$ cat src/rtl/comparador_pkg.sv
// Shared types and constants for the bit-serial comparator sequencer.
// Holds the FSM state encoding, the default word width and a ceil-log2 helper.
package comparador_pkg;

    typedef logic [1:0] state_t;

    localparam state_t IDLE  = 2'd0;
    localparam state_t SHIFT = 2'd1;
    localparam state_t DONE  = 2'd2;

    localparam int COMP_WIDTH_DEF = 8;

    // Never returns less than 1 so a counter built from it always has a bit.
    function automatic int clog2(input int n);
        int r;
        r = 0;
        while ((1 << r) < n) begin
            r = r + 1;
        end
        if (r == 0) begin
            r = 1;
        end
        return r;
    endfunction

endpackage

$ cat src/rtl/comparador_serial_d_i_registro.sv
// Parallel-load, right-shift register feeding one operand LSB first.
// Zero fill on the left; load has priority over shift.
module registro_desplazamiento_d_i
    import comparador_pkg::*;
#(
    parameter int WIDTH = COMP_WIDTH_DEF
) (
    input  logic             clk,
    input  logic             rst_n,
    input  logic             load_i,
    input  logic             shift_i,
    input  logic [WIDTH-1:0] d_i,
    output logic             bit_o
);

    logic [WIDTH-1:0] r_q;

    always_ff @(posedge clk or negedge rst_n) begin
        if (!rst_n) begin
            r_q <= '0;
        end else if (load_i) begin
            r_q <= d_i;
        end else if (shift_i) begin
            r_q <= {1'b0, r_q[WIDTH-1:1]};
        end
    end

    assign bit_o = r_q[0];

endmodule

$ cat src/rtl/comparador_serial_d_i.sv
// Bit-serial A<B / A<=B sequencer driving an external borrow cell, LSB first.
// Optional equality output igual_o is built only when COMPARADOR_IGUAL_EN is defined.
module comparador_serial_d_i
    import comparador_pkg::*;
#(
    parameter int WIDTH = COMP_WIDTH_DEF
) (
    input  logic             clk,
    input  logic             rst_n,
    input  logic             start_i,
    input  logic [WIDTH-1:0] a_i,
    input  logic [WIDTH-1:0] b_i,
    input  logic             x_init_i,
    output logic             a_bit_o,
    output logic             b_bit_o,
    output logic             x_o,
    input  logic             p_i,
    output logic             busy_o,
    output logic             res_valid_o,
    input  logic             res_ready_i,
    output logic             menor_o
`ifdef COMPARADOR_IGUAL_EN
    ,
    output logic             igual_o
`endif
);

    localparam int CW = clog2(WIDTH);

    state_t          r_state;
    logic [CW-1:0]   r_cnt;
    logic            r_x;
    logic            r_menor;
    logic            w_load;
    logic            w_shift;
    logic            w_last;

    // A new word pair is accepted from IDLE, or from DONE when the result is taken in the same cycle.
    assign w_load  = start_i && ((r_state == IDLE) || ((r_state == DONE) && res_ready_i));
    assign w_shift = (r_state == SHIFT);
    assign w_last  = w_shift && (r_cnt == '0);

    registro_desplazamiento_d_i #(.WIDTH(WIDTH)) u_reg_a (
        .clk     (clk),
        .rst_n   (rst_n),
        .load_i  (w_load),
        .shift_i (w_shift),
        .d_i     (a_i),
        .bit_o   (a_bit_o)
    );

    registro_desplazamiento_d_i #(.WIDTH(WIDTH)) u_reg_b (
        .clk     (clk),
        .rst_n   (rst_n),
        .load_i  (w_load),
        .shift_i (w_shift),
        .d_i     (b_i),
        .bit_o   (b_bit_o)
    );

    always_ff @(posedge clk or negedge rst_n) begin
        if (!rst_n) begin
            r_state <= IDLE;
            r_cnt   <= '0;
            r_x     <= 1'b0;
            r_menor <= 1'b0;
        end else begin
            case (r_state)
                IDLE, DONE: begin
                    if (w_load) begin
                        r_state <= SHIFT;
                        r_x     <= x_init_i;
                        r_cnt   <= CW'(WIDTH - 1);
                    end else if ((r_state == DONE) && res_ready_i) begin
                        r_state <= IDLE;
                    end
                end
                SHIFT: begin
                    r_x   <= p_i;
                    r_cnt <= r_cnt - CW'(1);
                    if (w_last) begin
                        r_menor <= p_i;
                        r_state <= DONE;
                    end
                end
                default: begin
                    r_state <= IDLE;
                end
            endcase
        end
    end

`ifdef COMPARADOR_IGUAL_EN
    logic r_eq_run;
    logic r_igual;

    // The running flag folds in the final bit pair directly so it can be captured alongside menor_o.
    always_ff @(posedge clk or negedge rst_n) begin
        if (!rst_n) begin
            r_eq_run <= 1'b0;
            r_igual  <= 1'b0;
        end else if (w_load) begin
            r_eq_run <= 1'b1;
        end else if (w_shift) begin
            if (a_bit_o != b_bit_o) begin
                r_eq_run <= 1'b0;
            end
            if (w_last) begin
                r_igual <= r_eq_run && (a_bit_o == b_bit_o);
            end
        end
    end

    assign igual_o = r_igual;
`endif

    assign x_o         = r_x;
    assign menor_o     = r_menor;
    assign busy_o      = (r_state == SHIFT);
    assign res_valid_o = (r_state == DONE);

endmodule
$ cat config.mk
export PLATFORM = sky130hd
export DESIGN_NAME = comparador_serial_d_i
export DESIGN_NICKNAME = d
export VERILOG_FILES = /design/src/rtl/comparador_pkg.sv /design/src/rtl/comparador_serial_d_i_registro.sv /design/src/rtl/comparador_serial_d_i.sv
export SDC_FILE = /design/constraint.sdc
export NUM_CORES = 1
export LEC_CHECK = 0
export CORE_MARGIN = 10
export CORE_UTILIZATION = 49
export CTS_CLUSTER_DIAMETER = 60
export DETAILED_ROUTE_END_ITERATION = 10
export PLACE_DENSITY_LB_ADDON = 0.08
export SLEW_MARGIN = 20
export SYNTH_ARGS = -nofsm -noshare
export SYNTH_HDL_FRONTEND = slang
export SYNTH_SLANG_ARGS = --single-unit
$ cat constraint.sdc
create_clock -name clk -period 1.28 [get_ports clk]
set_input_delay 0.256 -clock clk [delete_from_list [all_inputs] [get_ports clk]]
set_output_delay 0.256 -clock clk [all_outputs]
set_load 0.05 [all_outputs]
# ---- Word-level counts from Yosys, hierarchy flattened
# Cells that the tools add are included.
dict set report totals {
  elab_cells 36
  regBits 23
}
dict set report op_classes {
  n_addsub 1
  n_reduce_logical 12
  n_eq_ne 5
  n_mux 12
}
# op n
set ops {}
lappend ops {{two-way mux 8 bit} 4}
lappend ops {{two-way mux 2 bit} 3}
lappend ops {{case mux 3 bit (2 select lines)} 1}
lappend ops {{AND reduction 2 bit} 3}
lappend ops {{inequality test 2 x 1 -> 1 bit, second input constant} 2}
lappend ops {{case mux 2 bit (2 select lines)} 1}
lappend ops {{nonzero test 2 bit} 2}
lappend ops {{logical AND 1 bit} 3}
lappend ops {{logical NOT 3 bit} 1}
lappend ops {{two-way mux 3 bit} 1}
lappend ops {{inequality test 3 x 2 -> 1 bit, second input constant} 1}
lappend ops {{subtractor 3 x 1 -> 3 bit, second input constant} 1}
lappend ops {{equality test 2 x 1 -> 1 bit, second input constant} 1}
lappend ops {{equality test 2 bit, second input constant} 1}
lappend ops {{logical NOT 2 bit} 1}
lappend ops {{case mux 1 bit (2 select lines)} 1}
lappend ops {{OR reduction 2 bit} 1}
lappend ops {{logical OR 1 bit} 1}
lappend ops {{two-way mux 1 bit} 1}

# ---- Longest topological paths before layout
# Gate-level depths: netlist (run 1).
dict set report logic_depth {
  ltp_word 6
  ltp_mapped 5
}

# ---- Hierarchy
# From an unflattened synthesis (run 1), not the netlist that was laid out.
dict set report unflattened {
  cells_unflattened 105
  area_unflattened_um2 1106.1
}
# module cells_per_inst instances area_per_inst_um2
set modules_own_cells {}
lappend modules_own_cells {registro_desplazamiento_d_i 34 2 369.1}
lappend modules_own_cells {comparador_serial_d_i 37 1 367.9}

# ---- Worst setup path after synthesis (run 1)
# No wires, ideal clock.
dict set report synth_timing {
  path_kind {reg2reg}
  startpoint {register r_state[1]}
  endpoint {register u_reg_b.r_q[0]}
  stages_incl_launch_ff 6
  n_path_buf 1
  synth_period_minus_slack_ns 1.163
  setup_slack_ns 0.117
  setup_time_ns 0.082
  arrival_time_ns 1.081
  path_cell_list {dfrtp_1 nand2b_2 inv_2 buf_4 nand2_1 a31oi_1}
}
dict set report synth_between {
  word_cells_on_any_way 8
  cone_classes {eq/ne: 2; mux: 1; reduce/logical: 5}
}
# element line
set synth_lines {}
lappend synth_lines {{start: declaration} comparador_serial_d_i.sv:30} ;# state_t r_state;
lappend synth_lines {{start signal: assignment} comparador_serial_d_i.sv:63} ;# r_state <= IDLE;
lappend synth_lines {{start signal: assignment} comparador_serial_d_i.sv:71} ;# r_state <= SHIFT;
lappend synth_lines {{start signal: assignment} comparador_serial_d_i.sv:75} ;# r_state <= IDLE;
lappend synth_lines {{equality test 2 x 1 -> 1 bit} --}
lappend synth_lines {{net busy_o} comparador_serial_d_i.sv:18} ;# output logic busy_o,
lappend synth_lines {{nonzero test 2 bit (no source line)} --}
lappend synth_lines {{end signal: assignment} comparador_serial_d_i_registro.sv:22} ;# r_q <= d_i;
lappend synth_lines {{end signal: assignment} comparador_serial_d_i_registro.sv:24} ;# r_q <= {1'b0, r_q[WIDTH-1:1]};
lappend synth_lines {{end: declaration} comparador_serial_d_i_registro.sv:16} ;# logic [WIDTH-1:0] r_q;
# The timed path passes the listed nets, and every way through them passes these cells.
# A chain may end at the register's enable or synchronous reset.

# ---- Final worst setup path (run 1)
dict set report layout_timing {
  startpoint {register r_state[0]}
  endpoint {output res_valid_o}
}
dict set report layout_between {
  elab_chain_cells 1
}
# element line
set layout_rtl {}
lappend layout_rtl {{equality test 2 bit} comparador_serial_d_i.sv:120} ;# assign res_valid_o = (r_state == DONE);
lappend layout_rtl {{end: declaration} comparador_serial_d_i.sv:19} ;# output logic res_valid_o,
# Every way passes these cells.

==> results of run 1 <==
worst max-delay path by stage:
stage,start,end,slack [ps],cells past startpoint
6_report,r_state[0],res_valid_o,-160,2
5_1_grt,r_state[0],res_valid_o,-210,2
4_1_cts,r_state[0],res_valid_o,-160,2
3_5_place_dp,start_i,u_reg_b.r_q[0],-180,4
3_3_place_gp,res_ready_i,u_reg_b.r_q[2],-180,5
2_1_floorplan,r_state[1],u_reg_b.r_q[0],120,5
stage by stage:
stage          setup slack, ps  instances  TNS, ps  area (sq um)  power (uW)
3_3_place_gp              -177        183    -2580          1600        3540
6_report                  -155        193     -255          1720        4290
4_1_cts                   -163        189     -260          1650        4070
5_1_grt                   -211        193     -396          1720        4580
3_5_place_dp              -177        183    -2820          1600        3610
2_1_floorplan              117        125        0          1200        2750
layer usage:
metal	global-route usage	part of all wire
met1	0.160	0.46
met2	0.180	0.48
met3	0.0385	0.048
met4	0.0466	0.011
met5	0	0
timing repair:
| action | 4_1_cts | 5_1_grt |
|---|---|---|
| hold buffers | 0 | 0 |
| endpoints found under the setup margin | 13 | 19 |
| setup buffers | 2 | 4 |
| resized for setup | 4 | 9 |
| pin swaps | 0 | 3 |
placed cells by master (no fill, tap or decap), types with 3 or more instances in the layout:
cell type / n
a31oi_1: 14
nor3_2: 11
dfrtp_1: 22
o21ai_1: 3
clkdlybuf4s50_1: 21
nor3_1: 3
buf_12: 8
inv_1: 3
nand2b_1: 3
nand2_1: 32
buf_4: 13
clkbuf_4: 3
nand3_1: 5
final cells by class:
type	count	area (sq um)	share of cell area
sequential	23	577	0.335
multi-input combinational	89	554	0.322
timing repair buffer	45	509	0.296
tap	28	35.0	0.0204
clock buffer	3	22.5	0.0131
inverter	4	17.5	0.0102
clock inverter	1	5.00	0.00291
flip-flops by register name (all words and copies together) (netlist names):
register and count:
x_o 1, u_reg_b.r_q 8, u_reg_a.r_q 8, menor_o 1, r_cnt 3, r_state 2
cells by family (layout without fill, tap and decap cells):
family          after synthesis  in the layout  synth area share
compound gates               24             24             0.138
flops                        23             23             0.478
buf+inv                      13             53            0.0842
simple gates                 62             62             0.270
fa+ha+maj                     2              2            0.0208
mux                           1              1           0.00832
cell usage after synthesis:
master / number / area, sq um
ha_1: 2 / 25.0
buf_6: 3 / 33.8
inv_1: 3 / 11.3
o21ai_1: 3 / 15.0
nor2b_1: 2 / 12.5
nor3_2: 8 / 80.1
buf_12: 1 / 20.0
nand3_1: 5 / 25.0
buf_4: 3 / 22.5
a31oi_1: 14 / 87.6
nand2_2: 1 / 6.26
nand2_1: 32 / 120
mux2i_1: 1 / 10.0
nand2b_1: 3 / 18.8
nor2b_2: 1 / 8.76
a21oi_1: 1 / 5.00
dfrtp_1: 23 / 576
nor3_1: 6 / 30.0
and2b_1: 1 / 7.51
o211ai_1: 1 / 7.51
inv_2: 1 / 3.75
nand2b_2: 1 / 8.76
buf_2: 2 / 10.0
nor2_1: 2 / 7.51
o31ai_1: 1 / 7.51
a22oi_2: 1 / 12.5
o211ai_2: 2 / 25.0
o22ai_1: 1 / 6.26
power breakdown:
part           switching [uW]  internal (uW)
registers                 255           1090
clock network             240            117
logic                    1330           1260
==> results.txt, run 1 <==
The run finished, with violations left. The final reports fail on setup timing. The sequential cell area fraction in the yosys report came out at 0.478.

TritonCTS built the clock tree. The first global-routing pass estimated 4.99 mm of wire. The maximum root-to-sink buffer count came out at 2. The clock network latency to the later pin of the worst-skew pair is 320 ps. The power density of the placed cells came out at 2490 mW/mm^2. The highest net fanout along the worst path is 5. The overall via count from detail_route is 1096. The worst setup path is launched from a flop.

Setup repair after global routing could not meet its margin everywhere. The via-per-instance ratio came out at 5.68. The number of antenna-violating nets in the routed design is 0. The post-route minimum period is 1440 ps.

Dividing the detail-routed wire length by the instance count gives 16.8 um. The number of nets in the layout is 190. The worst setup path is of the reg -> out kind. In this run the worst hold path is classified as in -> async. The number of hold violations in the final report was 0. The upper clock frequency limit is 697 MHz. For this run, the slowest stage of the critical path takes 470 ps. The number of synthesized register bits came out at 23. Across the routed clock network, the largest skew measured is 8.68 ps. Relative to the synthesized area, the layout overhead comes to 42.9%.

The TritonCTS buffer count came out at 3. The static leakage power is 0.000766 uW. The number of levels the H-tree was split into is 1.

Entering global routing, the biggest net connects 24 pins. The root buffer cell chosen for the clock tree is clkbuf_4. Summed over all layers, the global routing overflow is 0. The critical path goes through and2b_1, buf_12.

The core region area came out at 0.00228 sq mm. After synthesis the cells add up to 0.00120 sq mm. The endpoint of the lowest-slack register-to-register path is x_o.

The HPWL after detailed placement came out at 2.10 mm. The first-pass iteration count of the detailed router is 4. The repair_antennas step left the layout with diodes totalling 0. The hold slack is 272 ps. The number of antenna violations at the first check in global routing is 0. The origin of the critical flop-to-flop path is r_state[1]. The post-detailed-route DRC marker count is 0. In the finished design, the share of the clock period the worst path needs comes to 1.12. The number of buffers and inverters on the critical path came out at 1. Across the run, the number of max-cap violations was 0. The Yosys warning count is 0.

The initialized floorplan defines 17 standard-cell rows. The worst IR drop on VDD is 0.00162 V. The I/O pin count came out at 28. The die extent in y is 69.6 um.

After synthesis, the netlist uses 28 different library cells. Dividing the synthesized area by the synthesized cell count gives 9.63 sq um. The number of cells produced by synthesis came out at 125.

Broken down by cell family, the worst path's largest delay share belongs to flip-flops. The CTS clock-pin slew for the worst setup and hold paths came out at 140 ps. The floorplan die width is 69.6 um. The final estimated routing congestion in global placement is 0.729. The number of cells on the worst reg-to-reg path came out at 5.

The via count of the first global-routing pass is 1073. The number of slew-limit violations in the final report is 0. In the final layout, the share of cells above drive strength 1 is 0.291.

The worst-case setup margin in the final layout came out at -155 ps. The transition time at the pin with the least slew margin is 298 ps. Data on the critical path arrives at its endpoint at 1180 ps. For this configuration, the core starts out at a cell density of 0.529. Port buffering added 27 buffers.

For this run, the share of the core covered by cells in the final layout is 0.756. STA classifies the critical path endpoint as a primary output. For this run, the total global-route usage over all layers was measured as 0.122. The total of fill cells in the finished design came out at 159. Across all register-to-register paths, the minimum setup slack is 30 ps. The die area is 0.00484 sq mm. Setup violations remaining at the end of the flow were counted as 2. The number of violations reported at the end of detailed-routing iteration 0 is 144.

On the critical path, the stage with the largest delay is an instance of dfrtp_2. The total nets after synthesis is 149. The final layout contains routed wiring with a total length of 3.25 mm. For this design, the sink count on the clock tree is 23. The data required time of the critical path came out at 1020 ps. In this run the tightest slew margin relative to its limit is 0.801.
Power figures use the tool's default switching activity.
==> run 2: changes to the inputs <==
CORE_UTILIZATION = 51   (was 49)
CTS_BUF_LIST = sky130_fd_sc_hd__clkbuf_8   (was not set)
==> results.txt, run 2 (synthesized netlist as in run 1, its figures left out) <==
STA classifies the critical path endpoint as a primary output. The data arrival time of the worst path was 1090 ps (-90 ps). The period utilization is 1.05 (-0.0695). The TritonCTS buffer count came out at 3 (unchanged). The flow ran to the end, but the final reports show violations. The number of nets in the layout is 187 (-1.6%). The total clock sinks came out at 23 (unchanged). The number of levels the H-tree was split into is 1 (unchanged).

The static leakage power is 0.000761 uW (-0.69%). The power density of the placed cells is 2510 mW/mm^2 (+0.58%). The worst IR drop on VDD came out at 0.00191 V (+18%). The I/O pin count came out at 28 (unchanged).

The upper clock frequency limit came to 743 MHz (+6.6%). The die extent in y is 68.6 um (-1.4%). The final estimated routing congestion in global placement is 0.745 (+2.2%). The number of antenna violations at the first check in global routing is 0 (unchanged). The number of antenna-violating nets in the routed design was 0 (unchanged).

The via-per-instance ratio is 5.27 (-7.1%). The worst setup path is of the reg -> out kind. The utilization of the core after routing is 0.770 (+0.0144). The total global routing overflow is 0 (unchanged). The number of non-filler instances in the completed layout came out at 190 (-1.6%). The post-route minimum period is 1350 ps (-89.0 ps). The via count of the first global-routing pass is 1045 (-2.6%). The starting utilization of the core area is 0.539 (+0.0101). The layout overhead on the synthesized area came out at 42.9% (unchanged).

The critical path goes through and2b_1, buf_12. The overall fraction of global-route tracks in use was 0.126 (+0.00425). The HPWL after detailed placement came out at 1.99 mm (-5.4%). The die area came out at 0.00470 sq mm (-2.8%). The total of fill cells in the finished design came out at 146 (-8.2%). The checks that failed: setup timing.

The max-capacitance violation count is 0 (unchanged). The number of input and output port buffers inserted came out at 27 (unchanged). The CTS clock-pin slew for the worst setup and hold paths is 80 ps (-60 ps).

The storage element area came out at 577 sq um (unchanged). STA classifies the critical path startpoint as a flop. The clock network latency to the later pin of the worst-skew pair came out at 260 ps (-60 ps). CTS placed an instance of clkbuf_8 at the clock tree root. The number of antenna cells inserted is 0 (unchanged). The post-detailed-route DRC marker count is 0 (unchanged). The transition time at the pin with the least slew margin came out at 289 ps (-9.63 ps).

The post-detailed-route wirelength per cell came out at 14.9 um (-11%). The relative slew slack came out at 0.808 (+0.00642). Setup repair after global routing could not meet its margin everywhere. For this design, the slowest cell found on the critical path is dfrtp_2. The core region area came out at 0.00223 sq mm (-1.9%). The worst hold path belongs to the class in -> async. The overall via count from detail_route came out at 1002 (-8.6%). The highest cell delay on the worst timing path is 450 ps (-20 ps). The maximum root-to-sink buffer count came out at 2 (unchanged). The multi-input logic area is 556 sq um (+0.23%). The floorplan die width is 68.6 um (-1.4%). The wire length reported by the detailed router is 2.84 mm (-13%). The cell row count came out at 17 (unchanged).

The register-to-register path setup slack came to 80 ps (+50 ps). The area after detailed placement was 0.00159 sq mm (-0.47%). The worst-case setup margin in the final layout is -66.1 ps (+89.0 ps). The global-route wire length before repair came out at 4.71 mm (-5.5%). In the layout the commonest cells are 30 x nand2_1, 22 x dfrtp_1, 21 x clkdlybuf4s50_1.

The largest registers in the layout are u_reg_a.r_q x8, u_reg_b.r_q x8, r_cnt x3. The layout cell share with drive strength beyond 1 is 0.284 (-0.00696). The largest net degree at the start of global routing came to 24 (unchanged). The post-layout instance area is 0.00172 sq mm (unchanged). TritonCTS built the clock tree.

The highest net fanout along the worst path came out at 5 (unchanged). The first-pass iteration count of the detailed router is 4 (unchanged). The number of slew-limit violations in the final report is 0 (unchanged). The number of cells in the design after placement is 182 (-0.55%).

The most common cell after layout, fill and taps aside is nand2_1. The data required time of the critical path came out at 1020 ps (about the same). The number of hold violations in the final report came to 0 (unchanged).

The worst-case clock skew was 9.07 ps (+0.390 ps). The total of endpoints with negative setup slack in the final report is 2 (unchanged). The number of violations reported at the end of detailed-routing iteration 0 came out at 56 (-61%).
==> run 2: cell count changes in the layout (fill, tap and decap cells not counted) <==
cell / previous run / this run
clkbuf_4: 3 / 0
clkbuf_8: 0 / 3
buf_4: 13 / 11
buf_8: 2 / 0
nand2_1: 32 / 30
nand2_2: 0 / 2
nor3_1: 3 / 5
nor3_2: 11 / 9
a31oi_1: 14 / 13
a31oi_2: 0 / 1
clkbuf_16: 0 / 1
==> run 2: final cells by class <==
type,instances,share of cell area
Sequential cell,23,0.335
Clock buffer,3,0.0240
Clock inverter,1,0.00291
Inverter,4,0.0102
Timing Repair Buffer,42,0.284
Multi-Input combinational cell,89,0.323
Tap cell,28,0.0204
==> run 2: worst max-delay path: cells and delay by family (launching register included) <==
family	cells	cell delay (ps)
AND/OR/NAND/NOR	1	240
buffers and inverters	1	140
flip-flops	1	450
==> run 2: path summary, 6_finish.rpt <==
path / from / depth (start not counted) / endpoint
setup reg to reg: r_state[1] / 6 / u_reg_b.r_q[3]
min in group clk: r_cnt[2] / 1 / r_cnt[2]
setup / recovery: r_state[0] / 2 / res_valid_o
max in group asynchronous: rst_n / 2 / r_state[0]
hold / removal: rst_n / 2 / u_reg_a.r_q[0]
hold reg to reg: r_cnt[2] / 1 / r_cnt[2]
==> run 2: report_power, final <==
group	switching, uW	internal (uW)	leakage, uW
Clock	223	217	0.0000255
Sequential	256	1090	0.000277
Combinational	1290	1240	0.000458
==> run 2: layer usage <==
layer	track usage	vias up	routed length [um]
met5	0	-	0
met4	0.0427	0	10
li1	-	501	-
met3	0.0306	2	156
met2	0.204	22	1430
met1	0.161	477	1230
==> run 2: repair_timing <==
item / 4_1_cts / 5_1_grt
endpoints found under the setup margin: 2 / 17
cloned: 0 / 1
pin swaps: 0 / 3
hold buffers: 0 / 0
resized for setup: 3 / 7
buffers inserted: 2 / 1
==> run 2: through the flow <==
| step | worst slack, ps | hold WS (ps) | setup TNS [ps] | power, uW |
|---|---|---|---|---|
| 2_1_floorplan | 117 | -39.6 | 0 | 2750 |
| 3_3_place_gp | -194 | 482 | -3000 | 3530 |
| 3_5_place_dp | -226 | 505 | -3700 | 3600 |
| 4_1_cts | -78.7 | 359 | -101 | 4150 |
| 5_1_grt | -114 | 367 | -178 | 4640 |
| 6_report | -66.1 | 344 | -78.9 | 4320 |
==> run 3: changes to the inputs <==
SETUP_SLACK_MARGIN = 0.4   (was not set)
==> results.txt, run 3 (synthesized netlist as in run 1, its figures left out) <==
The post-detailed-route DRC marker count is 0 (unchanged). The I/O pin count came to 28 (unchanged). The static leakage power came out at 0.000916 uW (+20%). The core region area is 0.00223 sq mm (unchanged). Traced cell by cell, the critical path runs through buf_6, buf_6, nor2b_4, clkbuf_16, nor3_2, a31oi_1.

The final reports fail on setup timing. The number of input and output port buffers inserted was 27 (unchanged). TritonCTS built the clock tree.

The via count of the first global-routing pass is 1282 (+23%). The number of violations reported at the end of detailed-routing iteration 0 is 131 (+130%). The number of hold violations in the final report was 0 (unchanged). The largest registers in the layout are u_reg_a.r_q x8, u_reg_b.r_q x8, r_cnt x3. The max-capacitance violation count is 0 (unchanged).

The global-route wire length before repair is 6.91 mm (+47%). The total global routing overflow is 0 (unchanged). The clock network latency to the later pin of the worst-skew pair came out at 270 ps (about the same).

The number of slew-limit violations in the final report is 0 (unchanged). The number of cells in the design after placement came to 180 (-1.1%). The power density of the placed cells is 2770 mW/mm^2 (+10%). In this design, the critical path's most frequently occurring cell is buf_6. The final estimated routing congestion in global placement came out at 0.803 (+7.7%). The HPWL after detailed placement came to 2.10 mm (+5.4%). The layout overhead on the synthesized area is 78.2%. The TritonCTS buffer count came out at 3 (unchanged). The worst-case clock skew came out at 8.25 ps (-0.822 ps). The worst-case setup margin in the final layout came out at -184 ps (-118 ps). The number of antenna violations at the first check in global routing came out at 0 (unchanged).

The number of buffers and inverters on the critical path came out at 3 (+2). The number of non-filler instances in the completed layout came to 202 (+6.3%). The cell row count is 17 (unchanged). The worst setup path is captured at a flop. The number of antenna cells inserted is 0 (unchanged). The setup path with the least slack is of type reg -> reg. The floorplan die width came out at 68.6 um (unchanged). The number of antenna-violating nets in the routed design was 0 (unchanged).

The total of endpoints with negative setup slack in the final report came out at 21 (+19). The upper clock frequency limit came to 683 MHz (-8.1%). The die area is 0.00470 sq mm (unchanged).

The setup TNS is -1810 ps (-1730 ps). The post-detailed-route wirelength per cell came out at 28.7 um (+92%). The worst IR drop on VDD was 0.00271 V (+41%). The overall fraction of global-route tracks in use was 0.196 (+0.0696). Setup repair after global routing could not meet its margin everywhere. The highest cell delay on the worst timing path came to 410 ps (-40 ps). The number of hold buffers added after cts is 0 (unchanged). Leaving out fill and tap cells, the most frequent cells in the layout are 31 x nand2_1, 22 x dfrtp_1, 21 x clkdlybuf4s50_1.

The overall via count from detail_route is 1331 (+33%). The transition time at the pin with the least slew margin was 403 ps (+114 ps). In this design, the largest share of critical-path delay is due to buffers and inverters. The layout cell share with drive strength beyond 1 is 0.431 (+0.147). The data arrival time of the worst path is 1600 ps (+510 ps). The run finished, with violations left.

The total clock sinks came out at 23 (unchanged). The wire length reported by the detailed router was 5.79 mm (+100%). CTS placed an instance of clkbuf_8 at the clock tree root. The data required time of the critical path is 1410 ps (+390 ps).

For this design, the slowest cell found on the critical path is dfrtp_1. The die extent in y came out at 68.6 um (unchanged). The first-pass iteration count of the detailed router was 4 (unchanged). The highest net fanout along the worst path is 8 (+3). The register-to-register path setup slack is -180 ps (-260 ps).

STA classifies the critical path startpoint as a flop. The number of levels the H-tree was split into came out at 1 (unchanged). The via-per-instance ratio came out at 6.59 (+25%). The starting utilization of the core area is 0.539 (unchanged). The number of nets in the layout is 199 (+6.4%). The worst slack after detailed placement is -226 ps (+0.131 ps). The period utilization came out at 1.14 (+0.0923). The maximum root-to-sink buffer count came out at 2 (unchanged).

The most common cell after layout, fill and taps aside is nand2_1. The CTS clock-pin slew for the worst setup and hold paths came out at 90 ps (about the same). The total power after layout is 5940 uW (+38%). The post-route minimum period is 1460 ps (+118 ps). The largest net degree at the start of global routing came out at 24 (unchanged). The worst hold-check path type is in -> async. The relative slew slack is 0.731 (-0.0763).
==> run 3: changes by cell type in the layout (fill, tap and decap cells not counted), sizes merged <==
cell	change
clkbuf	+1
inv	+1
bufbuf	+1
buf	+9
nand2	+1
clkinv	-1
==> run 3: area by class of cell <==
| cell class | count | area (sq um) |
|---|---|---|
| Multi-Input combinational cell | 90 | 753 |
| Timing Repair Buffer | 53 | 717 |
| Sequential cell | 23 | 577 |
| Fill cell | 55 | 88.8 |
| Clock buffer | 3 | 41.3 |
| Tap cell | 28 | 35.0 |
| Inverter | 4 | 17.5 |
| Clock inverter | 1 | 3.75 |
==> run 3: report_power, final <==
group / internal [uW] / switching (uW)
Sequential: 1090 / 348
Clock: 215 / 257
Combinational: 2000 / 2030
Total: 3310 / 2630
==> run 3: final timing paths <==
check / start / to / cells after the start
max in group asynchronous: rst_n / r_state[0] / 2
setup / recovery: r_state[1] / u_reg_b.r_q[1] / 6
setup reg to reg: r_state[1] / u_reg_b.r_q[1] / 6
min in group clk: u_reg_a.r_q[4] / u_reg_a.r_q[4] / 2
hold / removal: rst_n / u_reg_a.r_q[2] / 2
hold reg to reg: u_reg_a.r_q[4] / u_reg_a.r_q[4] / 2
==> run 3: routing by layer <==
layer,global-route usage,up-vias,share of wire
li1,-,535,-
met1,0.227,659,0.35
met2,0.344,109,0.53
met3,0.0499,28,0.076
met4,0.0603,0,0.048
met5,0,-,0
==> run 3: per-stage QoR <==
step / hold WS, ps / cell area (sq um) / util
6_report: 354 / 2140 / 0.960
5_1_grt: 367 / 2140 / 0.960
4_1_cts: 362 / 1970 / 0.883
3_5_place_dp: 506 / 1580 / 0.709
3_3_place_gp: 488 / 1580 / 0.709
2_1_floorplan: -39.6 / 1230 / -
==> run 3: repair_timing <==
item                                   in CTS  in global routing
setup buffers                               8                  4
gates cloned                                4                  2
pin swaps                                   9                 11
endpoints found under the hold margin       0                  0
setup endpoints to repair                  29                 29
gates resized for setup                    41                 18
